$ cat config.mk
export PLATFORM = sky130hd
export DESIGN_NAME = lsu_bus_if
export DESIGN_NICKNAME = d
export VERILOG_FILES = /design/src/rtl/lsu_bus_if.sv
export SDC_FILE = /design/constraint.sdc
export NUM_CORES = 1
export LEC_CHECK = 0
export ABC_AREA = 1
export CAP_MARGIN = 15
export CORE_MARGIN = 2
export CORE_UTILIZATION = 42
export DETAILED_ROUTE_END_ITERATION = 7
export PLACE_DENSITY = 0.78
export SLEW_MARGIN = 40
export SYNTH_ARGS = -nofsm -noshare
export SYNTH_HDL_FRONTEND = slang
export SYNTH_SLANG_ARGS = --single-unit
export TNS_END_PERCENT = 10
$ cat constraint.sdc
create_clock -name clk -period 1.5 [get_ports clk]
set_input_delay 0.15 -clock clk [delete_from_list [all_inputs] [get_ports clk]]
set_output_delay 0.15 -clock clk [all_outputs]
set_load 0.02 [all_outputs]
$ cat src/rtl/lsu_bus_if.sv
// Load/store unit: turns core load/store requests into req/ack bus cycles,
// lane-formats store data and load results, and stalls the PC while a cycle is open.
module lsu_bus_if #(
  parameter int TIMEOUT = 255,
  parameter int TO_W    = 8
) (
  input  logic        clk,
  input  logic        reset_n,
  input  logic        MemRead,
  input  logic        MemWrite,
  input  logic [2:0]  Funct3,
  input  logic [31:0] Addr,
  input  logic [31:0] WriteData,
  output logic [31:0] ReadData,
  output logic        Stall,
  output logic        Fault,
  output logic        BusErr,
  output logic        bus_req,
  output logic        bus_we,
  output logic [31:0] bus_addr,
  output logic [31:0] bus_wdata,
  output logic [3:0]  bus_be,
  input  logic        bus_ack,
  input  logic [31:0] bus_rdata,
  output logic [1:0]  dbg_state
);

  // Bus handshake: bus_req rises the cycle after a legal request and stays high
  // with stable addr/we/be/wdata until the first cycle bus_ack=1 is seen while
  // busy (that cycle completes the transfer); bus_ack at any other time is ignored.

  typedef enum logic [1:0] {
    S_IDLE = 2'd0,
    S_BUSY = 2'd1,
    S_DONE = 2'd2
  } state_t;

  localparam logic [TO_W-1:0] TO_LAST = TO_W'(TIMEOUT - 1);

  state_t          state;
  logic [TO_W-1:0] to_cnt;
  logic [2:0]      f3_q;
  logic [1:0]      off_q;
  logic [31:0]     rd_q;

  logic        access;
  logic        idle_access;
  logic        illegal;
  logic [3:0]  be_c;
  logic [31:0] wdata_c;

  function automatic logic [31:0] fmt_load(input logic [2:0] f3, input logic [1:0] off,
                                           input logic [31:0] d);
    logic [31:0] sh;
    sh = d >> {off, 3'b000};
    case (f3)
      3'b000:  fmt_load = {{24{sh[7]}}, sh[7:0]};
      3'b001:  fmt_load = {{16{sh[15]}}, sh[15:0]};
      3'b100:  fmt_load = {24'b0, sh[7:0]};
      3'b101:  fmt_load = {16'b0, sh[15:0]};
      default: fmt_load = sh;
    endcase
  endfunction

  assign access      = MemRead | MemWrite;
  assign idle_access = (state == S_IDLE) && access;

  always_comb begin
    illegal = 1'b0;
    if (MemRead && MemWrite) illegal = 1'b1;
    case (Funct3)
      3'b011, 3'b110, 3'b111: illegal = 1'b1;
      default: ;
    endcase
    if (MemWrite && Funct3[2]) illegal = 1'b1;
    if ((Funct3[1:0] == 2'b01) && Addr[0]) illegal = 1'b1;
    if ((Funct3[1:0] == 2'b10) && (Addr[1:0] != 2'b00)) illegal = 1'b1;
  end

  always_comb begin
    be_c    = 4'b1111;
    wdata_c = WriteData;
    case (Funct3[1:0])
      2'b00: begin
        be_c    = 4'b0001 << Addr[1:0];
        wdata_c = {4{WriteData[7:0]}};
      end
      2'b01: begin
        be_c    = 4'b0011 << {Addr[1], 1'b0};
        wdata_c = {2{WriteData[15:0]}};
      end
      default: ;
    endcase
  end

  assign Fault     = reset_n && idle_access && illegal;
  assign Stall     = reset_n && ((idle_access && !illegal) || (state == S_BUSY));
  assign ReadData  = Fault ? 32'd0 : rd_q;
  assign dbg_state = state;

  always_ff @(posedge clk or negedge reset_n) begin
    if (!reset_n) begin
      state     <= S_IDLE;
      to_cnt    <= '0;
      f3_q      <= 3'b000;
      off_q     <= 2'b00;
      rd_q      <= 32'd0;
      BusErr    <= 1'b0;
      bus_req   <= 1'b0;
      bus_we    <= 1'b0;
      bus_addr  <= 32'd0;
      bus_wdata <= 32'd0;
      bus_be    <= 4'b0000;
    end else begin
      case (state)
        S_IDLE: begin
          if (idle_access && illegal) begin
            rd_q <= 32'd0;
          end else if (idle_access) begin
            f3_q      <= Funct3;
            off_q     <= Addr[1:0];
            bus_we    <= MemWrite;
            bus_addr  <= {Addr[31:2], 2'b00};
            bus_be    <= be_c;
            bus_wdata <= wdata_c;
            bus_req   <= 1'b1;
            to_cnt    <= '0;
            state     <= S_BUSY;
          end
        end
        S_BUSY: begin
          if (bus_ack) begin
            bus_req <= 1'b0;
            // Store cycles leave the last load result visible.
            if (!bus_we) rd_q <= fmt_load(f3_q, off_q, bus_rdata);
            state   <= S_DONE;
          end else if (to_cnt == TO_LAST) begin
            bus_req <= 1'b0;
            rd_q    <= 32'd0;
            BusErr  <= 1'b1;
            state   <= S_DONE;
          end else begin
            to_cnt <= to_cnt + 1'b1;
          end
        end
        S_DONE: begin
          BusErr <= 1'b0;
          state  <= S_IDLE;
        end
        default: state <= S_IDLE;
      endcase
    end
  end

endmodule

Yosys cells after proc, flatten, opt, wreduce, memory -nomap -nowiden:

Cells that the tools add are included.

* output and inout port bits: 107
* word-level logic and storage cells: 93
* input bits: 104
* flip-flop bits (word level): 116

* bitwise operators: 2
* add/sub/neg operators: 1
* muxes and demuxes: 32
* equality and inequality tests: 19
* reduce and logical (&&, ||, !) cells: 25
* shift-type cells: 3

Operators by type and width (count)
* $mux 32: 5
* $pmux 32 s2: 2
* $pmux 32 s4: 1
* $mux 8: 4
* $shr 32x5->32: 1
* $pmux 8 s2: 1
* $eq 3x3->1 const B: 4
* $mux 1: 11
* $logic_and 1x1->1: 10
* $reduce_and 3->1: 3
* $add 8x1->8 const B: 1
* $eq 8x8->1 const B: 1
* $mux 2: 4
* $ne 2x2->1 const B: 4
* $pmux 4 s2: 1
* $reduce_and 4->1: 2
* $reduce_bool 2->1: 3
* $reduce_and 5->1: 1
* $eq 2x1->1 const B: 2
* $eq 2x2->1 const B: 2
* $logic_not 2->1: 2
* $ne 2x1->1 const B: 2
* $pmux 1 s2: 2
* $pmux 2 s2: 1
* other kinds (12): 12

Longest topological paths before layout:

Gate-level depths: netlist of the first run.

* depth after elaboration: 10
* depth in mapped cells: 12
* gate-level depth less buffers: 11

Least setup slack after synthesis of the first run:

Ideal clock, no wire load.

* kind: reg2out
* from: register state[1] (netlist: dbg_state[1])
* to: output ReadData[22]
* slack: -0.166 ns
* buffers on the path: 1
* required time: 1.350 ns
* stages on the path, launching flop included: 8
* arrival: 1.516 ns
* cell sequence: dfrtp_1 inv_2 nand2_1 nor2_4 nand2_2 nor2_2 buf_2 nor2_1

* longest elaborated chain between the ends: 5

RTL lines
* from (decl): RTL line 40 `state_t state;`
* from (signal assigned): RTL line 103 `state <= S_IDLE;`
* from (signal assigned): RTL line 128 `state <= S_BUSY;`
* from (signal assigned): RTL line 136 `state <= S_DONE;`
* $logic_not 2->1: RTL line 66 `assign idle_access = (state == S_IDLE) && access;`
* $logic_and 1x1->1: RTL line 66
* $logic_and 1x1->1 (2 in a row): RTL line 96 `assign Fault = reset_n && idle_access && illegal;`
* via Fault: RTL line 16 `output logic Fault,`
* $mux 32: RTL line 98 `assign ReadData = Fault ? 32'd0 : rd_q;`
* to (decl): RTL line 14 `output logic [31:0] ReadData,`

The timed path passes the listed nets, and every way through them passes these cells.

Final worst setup path of the first run:

* from: register state[0] (netlist: dbg_state[0])
* to: output ReadData[1]

* longest elaborated chain between the ends: 5

RTL lines (RTL line)
* $logic_not 2->1: 66
* $logic_and 1x1->1: 66
* $logic_and 1x1->1 (2 in a row): 96
* $mux 32: 98

No other way between the ends.

==> run summary, run 1 <==
Port bufs - 208
Global placement routability congestion - 0.8705
Post-synthesis cell count - 864
Register area - 0.002905 sq mm
Post-DP HPWL - 12850 um
Max Slew Vio Count - 0
Area growth syn-to-layout - 53.42%
Synth top area share - 46.22%
PwrDens - 2103 mW/mm^2
Synthesized cell area - 0.006280 sq mm
Violated checks - setup timing
CP dominant cell by count - nor2_4
Total track usage - 24.09%
Crit path kind - reg2out
CTS buffer count - 17
Worst setup SP type - register
R2r setup slk - -210 ps
I/O pin count - 211
Post-route DRC - 0
Synth Register Bits - 116
Max Buffers Root-to-Sink - 2
TritonCTS clock tree - yes
Post-synth top area cell - dfrtp_1
Final setup viols - 125
CP arrival - 1770 ps
Crit path capture type - output pin
Syn avg cell area - 7.268 sq um
Worst Hold Class - in2async
CP peak stage delay - 410 ps
Vias per cell - 5.041
Top_reg_cell synth - dfrtp_1
H-tree depth - 4
First-pass GRT wire length - 30780 um
Crit-path slowest cell - dfrtp_2
Fraction of registers with async set/reset - 100.0%
Max cap viols - 0
Vias in the first global route - 6227
Worst path required time - 1350 ps
Relative slew slack - 55.07%
Per-cell routed wire length - 15.30 um
WP buf/inv - 3
Post-route ant nets - 0
Vias - 6584
Clk root buf - clkbuf_16
Row cnt - 44
Drt total wl - 19980 um
Cell with the most instances after synthesis - nand2_1
Worst r2r path cells - 13
Status - finished, violations left
Slew @ Worst Pin - 674.0 ps
Hold Vio Cnt, Final - 0
Latest clock arrival within the worst-skew pair - 420 ps
Setup ws final - -417.0 ps
Iteration-0 DRC Markers - 546
Max IR drop VDD - 1049 uV
CTS Sinks - 116
Largest net degree at the start of global routing - 108
Clock transition at the registers of the reported paths - 60 ps
CP Max Fanout - 16
Yosys warnings - 0
EDFF count, synth - 0
Fin Clk Skew - 8.023 ps
RSZ-0062 raised after global routing - yes
Congestion Overflow GR - 0
Die width - 126.3 um
Die Ht - 126.3 um
Sum Neg Setup Slack - -22640 ps
ANT cells - 0
Total chip power - 20260 uW
Die Area - 0.01595 sq mm
Worst r2r dst - rd_q[5]
Crit-path cells - inv_2, nand2_4, nor2_4, nand2_2, nor2_4, clkbuf_16, nor2_1, buf_2
Footprint of the multi-input gates - 0.003067 sq mm
DRT Pass-1 Iters - 7
# fillers - 1239
Starting Density - 43.04%
Distinct cells, synth - 34
Max Clk Rate - 521.6 MHz
Post-synth top cells - 352 x nand2_1, 116 x dfrtp_1, 77 x nand3_1
Seq/Total Area, Yosys - 46.22%
CP top delay family - simple AND/OR/NAND/NOR gates
Initial antenna violation count - 0
LEAKAGE - 0.005113 uW
Core area - 0.01459 sq mm
Layout cells sized above 1 - 19.43%
Top cells by area, synth - dfrtp_1 46%, nand2_1 21%, nand3_1 6.1%
Final Cycle Share - 127.8%
RR Startpoint - to_cnt[0]
Final nets - 1216
Minimum clock period - 1917 ps
## through the flow
step           util, %  worst slack (ps)  std cells  hold WS, ps  instance area [sq um]
3_5_place_dp     60.86            -705.2       1267        133.4                   8879
6_report         66.04            -417.0       1306        241.3                   9634
5_1_grt          66.04            -498.9       1306        252.2                   9634
3_3_place_gp     60.86            -658.9       1267        135.0                   8879
4_1_cts          63.59            -485.4       1299        236.0                   9278
2_1_floorplan        -            -8.421        865       -145.6                   6330
## tightest hold or removal path, cell delays in order
cell,delay (ps)
buf_4,110
dlygate4sd3_1,550
buf_4,200
## state kept, by name, summed over array words and instances (netlist names)
signal     flops
rd_q          32
bus_we         1
dbg_state      2
f3_q           3
bus_be         4
bus_addr      30
to_cnt         8
off_q          2
BusErr         1
bus_req        1
bus_wdata     32
## kinds of logic (layout without fill, tap and decap cells)
kind of cell               count (synthesis)  in the layout  synth area share [%]
and+or+nand+nor                          510            510                 33.75
buffers and inverters                    125            381                 9.484
DFF                                      116            116                 46.22
AOI/OAI and AO/OA                        101            102                 8.727
muxes                                      5              5                0.7970
xor gates and xnor gates                   4              4                0.5580
adders and majority gates                  2              2                0.3984
other                                      1              2               0.05972
## per-layer routing
metal | routed length (um) | global-route usage (%) | vias up | share of wire [%]
li1 | - | - | 3205 | -
met5 | 0 | 0 | - | 0
met2 | 9817 | 40.01 | 299 | 49
met4 | 323 | 6.399 | 0 | 1.6
met3 | 2007 | 8.751 | 28 | 10
met1 | 7830 | 29.84 | 3052 | 39
## worst max path at each step
stage                     cells past startpoint      endpoint         start
after floorplan                               7         Stall  dbg_state[1]
after global placement                        8   ReadData[4]     Funct3[1]
after detailed placement                      9  ReadData[26]       MemRead
after CTS                                     8  ReadData[20]  dbg_state[0]
after global routing                          8   ReadData[0]  dbg_state[1]
final                                         8   ReadData[1]  dbg_state[0]
## cell usage in the layout, fill, tap and decap left out, drive strengths merged, types with 2 or more instances in the layout
master / n
xor2: 3
ha: 2
conb: 2
clkdlybuf4s50: 102
inv: 73
clkbuf: 24
clkinv: 6
o21ai: 37
dfrtp: 116
nand3: 81
nor2: 62
buf: 99
a211oi: 7
a21oi: 56
nand4: 3
mux2i: 5
nand2: 362
clkinvlp: 3
a31oi: 2
bufinv: 2
dlygate4sd2: 71
## power by group
group	total, uW	switching, uW	internal [uW]	leakage (uW)
clock network	4070	1500	2570	0.000284
logic	10700	6530	4180	0.00333
registers	5480	930	4550	0.00150
## what timing repair did
item,CTS,global route
hold buffers,1,0
gates cloned,0,5
endpoints found under the setup margin,204,146
pin swaps,14,17
buffers inserted,0,2
hold endpoints to repair,9,0
resized for setup,217,66
## final cells by class
class / instances / share of cell area (%)
Clock buffer: 20 / 4.844
Clock inverter: 11 / 1.325
Inverter: 73 / 2.909
Multi-Input combinational cell: 625 / 31.83
Sequential cell: 116 / 30.16
Tap cell: 184 / 2.390
Timing Repair Buffer: 277 / 26.55
(Power assumes the default switching activity.)
==> run 2, diff against run 1 <==
- SKIP_CTS_REPAIR_TIMING: default -> 1
==> run 2 against run 1 <==
Net effect: the flow still finishes with violations (setup timing); clock power about the same; sequential power down 2%; combinational power up 4%; power up 1.4%; sequential cell count unchanged; clock skew up 4.2 ps; hold slack worse by 17 ps; first-iteration DRC count down 5.9%; critical path depth up 1; die area unchanged.
==> run summary, run 2 (synthesized netlist as in run 1, its figures left out) <==
Status - finished, violations left
Violated checks - setup timing
Per-cell routed wire length - 15.16 um (-0.90%)
PwrDens - 2057 mW/mm^2 (-2.2%)
Setup ws final - -488.7 ps (-71.70 ps)
Die Area - 0.01595 sq mm (unchanged)
Regs by FF count - bus_wdata x32, rd_q x32, bus_addr x30
Internal power - 11860 uW (+5.0%)
Initial antenna violation count - 1 (+1)
Total track usage - 23.87% (-0.23 points)
Clk root buf - clkbuf_16
RSZ-0062 raised after global routing - yes
Final Cycle Share - 132.6% (+4.8 points)
Worst Hold Class - in2reg
WP buf/inv - 4 (+1)
Max Buffers Root-to-Sink - 2 (unchanged)
Port bufs - 208 (unchanged)
Most frequent cells in the layout - 350 x nand2_1, 114 x dfrtp_1, 101 x clkdlybuf4s50_1
LEAKAGE - 0.005764 uW (+13%)
CP dominant cell by count - nor2_4
Hold depth - 4
Most common cell after layout, fill and taps aside - nand2_1
Die Ht - 126.3 um (unchanged)
Crit path kind - reg2out
First-pass GRT wire length - 30520 um (-0.85%)
GR Layer Usage met2 - 39.69% (-0.32 points)
I/O pin count - 211 (unchanged)
Met1 usage - 29.48% (-0.36 points)
Die width - 126.3 um (unchanged)
Relative slew slack - 55.69% (+0.62 points)
GR peak layer - met2
Worst path required time - 1350 ps (about the same)
Placed insts - 1267 (unchanged)
Final Non-Filler Cells - 1309 (+0.23%)
H-tree depth - 4 (unchanged)
Largest net degree at the start of global routing - 108 (unchanged)
Layout cells sized above 1 - 18.31% (-1.1 points)
Iteration-0 DRC Markers - 514 (-5.9%)
Global placement routability congestion - 0.8705 (unchanged)
Row cnt - 44 (unchanged)
Post-route ant nets - 0 (unchanged)
CTS buffer count - 17 (unchanged)
Crit path capture type - output pin
Slew @ Worst Pin - 662.1 ps (-11.82 ps)
Max IR drop VDD - 1080 uV (+3.0%)
Max Slew Vio Count - 0 (unchanged)
ANT cells - 0 (unchanged)
CTS Sinks - 116 (unchanged)
Latest clock arrival within the worst-skew pair - 420 ps (about the same)
Pre-CTS setup slack - -705.2 ps (unchanged)
Worst r2r path cells - 9 (-4)
RR Startpoint - dbg_state[0]
Minimum clock period - 1989 ps (+71.70 ps)
DRT Pass-1 Iters - 5 (-2)
Final nets - 1219 (+0.25%)
Hold path endpoint - f3_q[0]
Crit-path cells - inv_2, nand2_4, nor2_4, nand2_2, nor2_4, buf_12, clkbuf_16, nor2_2, buf_6
Hold Vio Cnt, Final - 0 (unchanged)
Fin Clk Skew - 12.23 ps (+4.205 ps)
Vias in the first global route - 6192 (-0.56%)
Area growth syn-to-layout - 59.04%
Worst setup SP type - register
Post-DP HPWL - 12850 um (unchanged)
Max cap viols - 0 (unchanged)
Post-route DRC - 0 (unchanged)
Comb pwr share - 54.0% (+1.1 points)
CP peak stage delay - 410 ps (about the same)
Vias per cell - 5.028 (-0.26%)
Congestion Overflow GR - 0 (unchanged)
Worst r2r dst - rd_q[29]
Register share of total power - 26.2% (-0.9 points)
Core area - 0.01459 sq mm (unchanged)
Switching pwr - 8683 uW (-3.1%)
Drt total wl - 19840 um (-0.67%)
Grt met3 use - 8.666% (-0.085 points)
Starting Density - 43.04% (unchanged)
Fin util - 68.46% (+2.4 points)
R2r setup slk - -280 ps (-70 ps)
CP Max Fanout - 8 (-8)
Total chip power - 20550 uW (+1.4%)
Sw Share - 42.26% (-2.0 points)
Hold Startpoint - Funct3[0]
CP arrival - 1840 ps (+70 ps)
Clock transition at the registers of the reported paths - 60 ps (about the same)
Crit-path slowest cell - dfrtp_2
CP top delay family - buffers and inverters
Max Clk Rate - 502.8 MHz (-3.6%)
Clock Power Share - 19.8% (-0.3 points)
Worst hold slack - 223.9 ps (-17.41 ps)
Final setup viols - 133 (+6.4%)
Vias - 6582 (-0.030%)
TritonCTS clock tree - yes
-- run 2: cell count changes in the layout (fill, tap and decap cells not counted), sizes merged --
cell           previous run  this run
dlymetal6s2s              0        72
buf                      99        96
dlygate4sd2              71         0
clkdlybuf4s50           102       101
clkbuf                   24        30
-- run 2: worst register-to-register path: cells and delay by family (launching register included) --
kind	cells	cell delay, ps
AO/OA/AOI/OAI	1	450
buffers and inverters	3	360
flip-flops	1	410
AND/OR/NAND/NOR	5	490
-- run 2: per-layer routing --
metal  vias up  share of wire, %
li1       3206                 -
met2       295                50
met3        22               9.6
met1      3057                39
met5         -             0.066
met4         2               1.6
-- run 2: final cells by class --
class                           instances  area [sq um]
Fill cell                            1184          4602
Timing Repair Buffer                  280          2998
Multi-Input combinational cell        625          2984
Sequential cell                       116          2905
Clock buffer                           20         466.7
Inverter                               73         275.3
Tap cell                              184         230.2
Clock inverter                         11         127.6
-- run 2: worst max path at each step --
stage	start	endpoint	slack [ps]	cells past startpoint
3_3_place_gp	Funct3[1]	ReadData[4]	-660	8
2_1_floorplan	dbg_state[1]	Stall	-8	7
5_1_grt	dbg_state[0]	ReadData[0]	-540	9
4_1_cts	dbg_state[0]	Fault	-810	7
3_5_place_dp	MemRead	ReadData[26]	-710	9
6_report	dbg_state[0]	ReadData[0]	-490	9
-- run 2: per-stage QoR --
stage,cell area (sq um),TNS [ps]
2_1_floorplan,6330,-16.71
4_1_cts,9473,-52450
5_1_grt,9987,-41460
3_5_place_dp,8879,-78160
3_3_place_gp,8879,-75410
6_report,9987,-31860
-- run 2: power groups by stage --
stage | logic [uW] | registers [uW] | clock network (uW)
floorplan | 4870 | 6440 | 0
global placement | 10400 | 5370 | 0
detailed placement | 10500 | 5400 | 0
CTS | 10600 | 5400 | 4130
global route | 12100 | 5560 | 4240
finish | 11100 | 5380 | 4070
